**config.mk**
```make
export PLATFORM = sky130hd
export DESIGN_NAME = run_ctrl
export DESIGN_NICKNAME = d
export VERILOG_FILES = /design/src/rtl/run_ctrl_pkg.sv /design/src/rtl/sat_counter.sv /design/src/rtl/run_ctrl.sv
export SDC_FILE = /design/constraint.sdc
export NUM_CORES = 1
export LEC_CHECK = 0
export ABC_AREA = 1
export ABC_CLOCK_PERIOD_IN_PS = 3200
export CAP_MARGIN = 30
export CELL_PAD_IN_SITES_DETAIL_PLACEMENT = 1
export CELL_PAD_IN_SITES_GLOBAL_PLACEMENT = 1
export CORE_ASPECT_RATIO = 1.25
export CORE_MARGIN = 3
export CORE_UTILIZATION = 31
export DETAILED_ROUTE_END_ITERATION = 10
export GPL_TIMING_DRIVEN = 0
export PLACE_DENSITY_LB_ADDON = 0.3
export SLEW_MARGIN = 15
export SYNTH_ARGS = -nofsm -noshare
export SYNTH_HDL_FRONTEND = slang
export SYNTH_SLANG_ARGS = --single-unit
```
**constraint.sdc**
```tcl
create_clock -name clk -period 3.2 [get_ports clk]
set_clock_uncertainty 0.1 [all_clocks]
set_input_delay 0.48 -clock clk [delete_from_list [all_inputs] [get_ports clk]]
set_output_delay 0.48 -clock clk [all_outputs]
set_load 0.005 [all_outputs]
```
**src/rtl/run_ctrl_pkg.sv**
```systemverilog
// Shared types and default widths for the run sequencer / memory arbiter.
package run_ctrl_pkg;

    // Top-level sequencer states.
    typedef enum logic [2:0] {
        IDLE,
        LOAD,
        RUN,
        DONE,
        HOST
    } run_state_t;

    localparam int AW_DEF = 8;
    localparam int DW_DEF = 8;
    localparam int CW_DEF = 16;

endpackage

```
**src/rtl/sat_counter.sv**
```systemverilog
// Saturating up-counter with synchronous clear; clear has priority over increment.
module sat_counter
    import run_ctrl_pkg::*;
#(
    parameter int W = CW_DEF
) (
    input  logic         clk,
    input  logic         rst_n,
    input  logic         clr_i,
    input  logic         inc_i,
    output logic [W-1:0] cnt_o
);

    logic [W-1:0] cnt_q;
    logic [W-1:0] cnt_d;

    // Next count: clear, else increment unless already at all-ones.
    always_comb begin
        // NOTE: default assignment first so no path leaves cnt_d unassigned (no latch).
        cnt_d = cnt_q;
        if (clr_i) begin
            cnt_d = '0;
        end else if (inc_i && (cnt_q != '1)) begin
            cnt_d = cnt_q + W'(1);
        end
    end

    // Count register.
    always_ff @(posedge clk or negedge rst_n) begin
        if (!rst_n) begin
            cnt_q <= '0;
        end else begin
            // NOTE: non-blocking so every register samples pre-edge values.
            cnt_q <= cnt_d;
        end
    end

    assign cnt_o = cnt_q;

endmodule

```
**src/rtl/run_ctrl.sv**
```systemverilog
// Run sequencer and data-memory arbiter between the host port and the core.
// Optional feature macro: RUN_WATCHDOG_EN (ends a run after MAX_CYC RUN cycles).
module run_ctrl
    import run_ctrl_pkg::*;
#(
    parameter int D          = 12,
    parameter int AW         = AW_DEF,
    parameter int DW         = DW_DEF,
    parameter int START_ADDR = 0,
    parameter int HALT_ADDR  = 128,
    parameter int CW         = CW_DEF,
    parameter int MAX_CYC    = 4000
) (
    input  logic          clk,
    input  logic          rst_n,
    input  logic          start,
    input  logic [D-1:0]  prog_ctr_out,
    output logic          pc_load,
    output logic [D-1:0]  pc_load_val,
    output logic          core_en,
    input  logic          core_we,
    input  logic [AW-1:0] core_addr,
    input  logic [DW-1:0] core_wdata,
    input  logic          host_req,
    input  logic          host_we,
    input  logic [AW-1:0] host_addr,
    input  logic [DW-1:0] host_wdata,
    output logic          host_gnt,
    output logic [DW-1:0] host_rdata,
    output logic          mem_we,
    output logic [AW-1:0] mem_addr,
    output logic [DW-1:0] mem_wdata,
    input  logic [DW-1:0] mem_rdata,
    output logic          done,
    output logic          timeout,
    output logic [CW-1:0] run_cycles
);

`ifdef RUN_WATCHDOG_EN
    localparam bit WdogEn = 1'b1;
`else
    localparam bit WdogEn = 1'b0;
`endif

    run_state_t    state_q, state_d;
    logic          ret_done_q, ret_done_d;
    logic          done_q, done_d;
    logic          timeout_q, timeout_d;
    logic          host_gnt_q, host_gnt_d;
    logic [DW-1:0] host_rdata_q, host_rdata_d;
    logic          host_we_q, host_we_d;
    logic [AW-1:0] host_addr_q, host_addr_d;
    logic [DW-1:0] host_wdata_q, host_wdata_d;
    logic          cnt_clr, cnt_inc;
    logic          at_halt;

    assign at_halt     = (prog_ctr_out == D'(HALT_ADDR));
    assign pc_load_val = D'(START_ADDR);

    sat_counter #(.W(CW)) u_run_cnt (
        .clk   (clk),
        .rst_n (rst_n),
        .clr_i (cnt_clr),
        .inc_i (cnt_inc),
        .cnt_o (run_cycles)
    );

    // Next-state, status flags, host capture and memory-port mux.
    always_comb begin
        state_d      = state_q;
        ret_done_d   = ret_done_q;
        done_d       = done_q;
        timeout_d    = timeout_q;
        host_gnt_d   = 1'b0;
        host_rdata_d = host_rdata_q;
        host_we_d    = host_we_q;
        host_addr_d  = host_addr_q;
        host_wdata_d = host_wdata_q;
        cnt_clr      = 1'b0;
        cnt_inc      = 1'b0;
        pc_load      = 1'b0;
        core_en      = 1'b0;
        mem_we       = 1'b0;
        mem_addr     = core_addr;
        mem_wdata    = core_wdata;

        case (state_q)
            IDLE, DONE: begin
                // Start beats a host request; a request seen during the grant cycle is not a new one.
                if (start) begin
                    state_d   = LOAD;
                    done_d    = 1'b0;
                    timeout_d = 1'b0;
                    cnt_clr   = 1'b1;
                end else if (host_req && !host_gnt_q) begin
                    state_d      = HOST;
                    ret_done_d   = (state_q == DONE);
                    host_we_d    = host_we;
                    host_addr_d  = host_addr;
                    host_wdata_d = host_wdata;
                end
            end
            LOAD: begin
                pc_load = 1'b1;
                state_d = RUN;
            end
            RUN: begin
                // The halt-address instruction is never executed nor counted.
                core_en = !at_halt;
                mem_we  = core_we && !at_halt;
                cnt_inc = !at_halt;
                if (at_halt) begin
                    state_d = DONE;
                    done_d  = 1'b1;
                end else if (WdogEn && (run_cycles == CW'(MAX_CYC - 1))) begin
                    state_d   = DONE;
                    done_d    = 1'b1;
                    timeout_d = 1'b1;
                end
            end
            HOST: begin
                mem_we       = host_we_q;
                mem_addr     = host_addr_q;
                mem_wdata    = host_wdata_q;
                host_rdata_d = mem_rdata;
                host_gnt_d   = 1'b1;
                state_d      = ret_done_q ? DONE : IDLE;
            end
            default: state_d = IDLE;
        endcase
    end

    // State and control registers; reset abandons any run or host access in flight.
    always_ff @(posedge clk or negedge rst_n) begin
        if (!rst_n) begin
            state_q      <= IDLE;
            ret_done_q   <= 1'b0;
            done_q       <= 1'b0;
            timeout_q    <= 1'b0;
            host_gnt_q   <= 1'b0;
            host_rdata_q <= '0;
            host_we_q    <= 1'b0;
            host_addr_q  <= '0;
            host_wdata_q <= '0;
        end else begin
            state_q      <= state_d;
            ret_done_q   <= ret_done_d;
            done_q       <= done_d;
            timeout_q    <= timeout_d;
            host_gnt_q   <= host_gnt_d;
            host_rdata_q <= host_rdata_d;
            host_we_q    <= host_we_d;
            host_addr_q  <= host_addr_d;
            host_wdata_q <= host_wdata_d;
        end
    end

    assign done       = done_q;
    assign timeout    = timeout_q;
    assign host_gnt   = host_gnt_q;
    assign host_rdata = host_rdata_q;

endmodule

```
# After elaboration in Yosys (flattened, before gate mapping)
# Cells that the tools add are included.
[word_totals]
output_inout_bits = 58
inputBits = 58
register_bits = 47
[classes]
n_mux = 18
bitwise = 1
n_reduce_logical = 12
n_eq_ne = 9
addsub = 1
[ops]
columns = ["op", "n"]
rows = [
  ["$mux 16", 2],
  ["$add 16x1->16 const B", 1],
  ["$mux 8", 2],
  ["$ne 16x16->1 const B", 1],
  ["$eq 12x8->1 const B", 1],
  ["$pmux 3 s4", 1],
  ["$mux 3", 3],
  ["$mux 1", 7],
  ["$eq 3x2->1 const B", 2],
  ["$reduce_and 3->1", 2],
  ["$ne 2x2->1 const B", 2],
  ["$pmux 1 s2", 2],
  ["$reduce_bool 2->1", 2],
  ["$eq 3x1->1 const B", 1],
  ["$eq 3x3->1 const B", 1],
  ["$logic_and 1x1->1", 3],
  ["$logic_not 3->1", 1],
  ["$ne 3x3->1 const B", 1],
  ["$logic_not 1->1", 2],
  ["$mux 2", 1],
  ["$reduce_and 2->1", 1],
  ["$reduce_or 2->1", 1],
  ["$not 1->1", 1],
]

# Longest topological paths before layout
[depth]
word_depth = 6
mapped_depth = 9
depth_no_buf = 9

# By module
# Synthesis repeated with hierarchy kept, for this count alone.
[unflattened]
cells_unflattened = 379
hier_area_um2 = 2696.3
[by_module_without_submodules]
columns = ["module", "n_inst", "cells_per_inst", "area_each_um2"]
rows = [
  ["run_ctrl", 1, 235, 1659.1],
  ["sat_counter", 1, 144, 1037.2],
]

# Worst setup path before layout
# No wires, ideal clock.
[synth_timing]
path_type = "register to output"
from = "register state_q[0]"
to = "output mem_addr[0]"
setup_slack_ps = 1437
stages_incl_launch_ff = 8
t_required_ps = 2620
t_arrival_ps = 1183
cell_sequence = "dfrtp_1 > inv_1 > nand2_1 > nor2_2 > inv_2 > buf_2 > nand2_1 > nand2_1"
[synth_between]
elab_chain_len = 2
[synth_rtl]
columns = ["element", "line", "text"]
rows = [
  ["start, declared", "run_ctrl.sv:45", "run_state_t state_q, state_d;"],
  ["start signal, assigned", "run_ctrl.sv:146", "state_q <= state_d;"],
  ["$eq 3x3->1", "run_ctrl.sv:87", "case (state_q)"],
  ["$mux 8", "run_ctrl.sv:87", ""],
  ["end, declared", "run_ctrl.sv:31", "output logic [AW-1:0] mem_addr,"],
]
# No other way between the ends.

# Final worst setup path
[layout_timing]
from = "register state_q[0]"
to = "output mem_wdata[5]"
[layout_between]
elab_chain_len = 2
[layout_rtl]
columns = ["element", "line", "text"]
rows = [
  ["$eq 3x3->1", "run_ctrl.sv:87", ""],
  ["$mux 8", "run_ctrl.sv:87", ""],
  ["end, declared", "run_ctrl.sv:32", "output logic [DW-1:0] mem_wdata,"],
]
# No other way between the ends.

==> metrics.csv <==
stage;metric;value;unit
synthesis;synth unique cells;25;
hold_path;Hold WC Path Type;in2async;
sta;final setup violation count;0;
detailed_routing;DR vias;2876;
setup_path;crit path cell chain;inv_1 > nand2_1 > nor2_2 > buf_2 > nand2_1 > nand2_1 > clkdlybuf4s50_1;
global_routing;grt ovf;0;
clock_tree;clk root buf;clkbuf_8;
clock_tree;Skew-Pair Late Insertion Delay;0.30;ns
sta;slew of the pin with the lowest slew margin;0.5544;ns
synthesis;synthesized area per cell;6.841;um2
global_routing;antenna violations before repair;0;
clock_tree;clock tree buffer depth;2;
sta;Min Hold Slack;0.05866;ns
synthesis;synthesized area;0.002723;mm2
clock_tree;Post-CTS Setup Bufs;0;
floorplan;Die ar.;0.009950;mm2
final_layout;number of diodes;0;
final_layout;Filler Cell Count;1100;
sta;post-layout minimum cycle time;2.820;ns
final_layout;area of the multi-input gates;0.001319;mm2
setup_path;crit path max-delay cell type;clkdlybuf4s50_1;
clock_tree;clk slew on worst S/H paths;0.09;ns
floorplan;CORE AREA;0.008379;mm2
floorplan;# IOs;116;
global_routing;Total GRT Usage;16.99;%
outcome;outcome;finished, final reports clean;
clock_tree;# hold bufs at CTS;0;
power_and_ir_drop;maximum vdd drop;0.0002558;V
power_and_ir_drop;Power Dens Cells;571.5;mW/mm2
detailed_routing;1st-iter DRT viols;82;
setup_path;Crit path required time;2.62;ns
detailed_routing;highest metal used;met4;
final_layout;Util after Layout;48.05;%
detailed_routing;routed wl met2;4.312;mm
floorplan;cell row count;37;
clock_tree;# resized after CTS;0;
sta;Final Hold Fails;0;
detailed_routing;Met3 Wirelength;537;um
job;max_cap viols;0;
final_layout;final net count;579;
global_routing;vias in the first global route;3101;
sta;Tcrit/Tclk final;88.14;%
global_routing;largest net degree at the start of global routing;27;
floorplan;die span in y;110.8;um
clock_tree;CTS buffer count;5;
detailed_routing;Final Routed Wirelength;8.238;mm
synthesis;#FFs+latches synth;47;
sta;FMAX;354.6;MHz
detailed_routing;Post-DRT Antenna Nets;0;
synthesis;yosys warns;0;
setup_path;Critical Path End Type;output pin;
setup_path;crit-path max cell delay;0.51;ns
clock_tree;H-tree levels;2;
setup_path;crit path kind;reg2out;
final_layout;share of layout cells above drive strength 1;9.056;%
detailed_routing;wire length per cell;12.95;um
setup_path;WP buf/inv;3;
clock_tree;Clock Sinks;47;
synthesis;cell count after synthesis;398;
sta;Slew Limit Headroom;63.04;%
final_layout;Storage cell area;0.001176;mm2
placement;Final HPWL DP;6.691;mm
placement;IO buf count;102;
clock_tree;CTS tree;built;
detailed_routing;First-pass DRT Iterations;4;
sta;final setup TNS;0;ns
global_routing;first-pass GRT wire length;14.28;mm
setup_path;Crit path max-delay family;buffers and inverters;
final_layout;area grow syn2layout;47.89;%
floorplan;die extent in x;89.82;um
final_layout;final instance area;0.004026;mm2
power_and_ir_drop;Lkg Pwr;2.066;nW
placement;placed cell area;0.003950;mm2
sta;RSZ-0062 raised after global routing;false;
setup_path;Worst setup SP type;register;
placement;GP Congestion;0.8016;
setup_path;crit-path max FO;10;
detailed_routing;Vias/cell;4.522;
sta;Slew Limit Fails;0;
floorplan;Starting Density;32.49;%
setup_path;most frequent cell on the critical path;nand2_1;
detailed_routing;wl on met1;3.221;mm
detailed_routing;DR DRC count;0;
synthesis;sequential share of the synthesized area;43.20;%
setup_path;Worst Path Arrival;2.24;ns
==> registers in the layout (all words and copies together) (netlist names) <==
name / cells
done: 1
host_rdata: 8
host_gnt: 1
u_run_cnt.cnt_o: 16
host_wdata_q: 8
state_q: 3
host_addr_q: 8
host_we_q: 1
ret_done_q: 1
==> routing by layer <==
metal  track usage (%)  up-vias
met2             30.97       85
met1             19.41     1342
met4             4.601        0
li1                  -     1434
met3             4.684       15
met5                 0        -
==> cell type report <==
class / count / share of cell area, %
Buffer: 23 / 4.257
Clock buffer: 5 / 1.709
Clock inverter: 1 / 0.1865
Inverter: 27 / 2.517
Multi-Input combinational cell: 313 / 32.75
Sequential cell: 47 / 29.21
Tap cell: 117 / 3.636
Timing Repair Buffer: 103 / 25.73
==> worst reg2reg max path: stages (launching register included) <==
cell,delay [ns]
dfrtp_1,0.46
ha_1,0.26
nand3_1,0.16
inv_1,0.10
nand3_1,0.14
nor2_1,0.07
nor2_2,0.37
nand3_1,0.13
nand2_1,0.09
==> stage by stage <==
step           total power (W)  setup WS, ns  cells
2_1_floorplan         0.001454         1.437    410
3_3_place_gp          0.001938       0.02139    629
4_1_cts               0.002343        0.3413    636
6_report              0.002301        0.3796    636
3_5_place_dp          0.001988        0.4091    630
5_1_grt               0.002516        0.1157    636
==> Yosys cell counts <==
master,count,share of area [%]
nand3b_1,1,0.28
nand2_2,4,0.92
conb_1,1,0.14
buf_6,1,0.41
o21ai_2,1,0.32
dfrtp_1,47,43
a21oi_1,4,0.74
nor3_1,2,0.37
inv_1,23,3.2
buf_4,16,4.4
nor3_4,1,0.60
nand2_1,204,28
ha_1,1,0.46
inv_2,4,0.55
buf_2,5,0.92
xor2_1,2,0.64
buf_8,1,0.55
nand3_1,34,6.2
nand4_1,5,1.1
nor3_2,1,0.37
nand3_4,1,0.64
nor2_1,34,4.7
or2_2,2,0.46
o21ai_0,1,0.18
nor2_2,2,0.46
==> power by group <==
part,switching (W),internal (W)
clock,0.000201,0.000146
combinational,0.000524,0.000497
sequential,0.000149,0.000785
total,0.000873,0.00143
==> logic make-up after synthesis <==
family                     Yosys count  share of synthesized area, %
buffers and inverters               50                         10.02
AOI/OAI and AO/OA                    6                         1.241
xor gates and xnor gates             2                        0.6435
and+or+nand+nor                    291                         44.30
adders and majority gates            1                        0.4595
DFF                                 47                         43.20
other                                1                        0.1377
==> cells in the final DEF, fill, tap and decap left out <==
master	count
buf_12	1
buf_8	1
clkbuf_8	5
nor2_1	34
o21ai_2	1
or2_2	2
conb_1	13
dfrtp_1	47
clkinvlp_4	1
buf_2	6
buf_4	16
nand3_4	1
nor3_1	2
nand3b_1	1
inv_2	4
nand4_1	5
nand2_1	204
clkdlybuf4s50_1	101
o21ai_0	1
xor2_1	2
nor3_2	1
buf_6	1
ha_1	1
inv_1	23
nor3_4	1
nor2_2	2
nand2_2	4
nand3_1	34
a21oi_1	4
==> path summary, 6_finish.rpt <==
path                               startpoint                  to  slack [ns]  cells past startpoint
min                                     rst_n  u_run_cnt.cnt_o[6]        0.06                      1
min reg2reg                     host_rdata[0]       host_rdata[0]        0.38                      2
min in group clk                host_rdata[0]       host_rdata[0]        0.38                      2
max in group asynchronous               rst_n  u_run_cnt.cnt_o[8]        2.41                      2
max                                state_q[0]        mem_wdata[5]        0.38                      7
max reg2reg                u_run_cnt.cnt_o[0]  u_run_cnt.cnt_o[8]        1.25                      8
(Power assumes the default switching activity.)
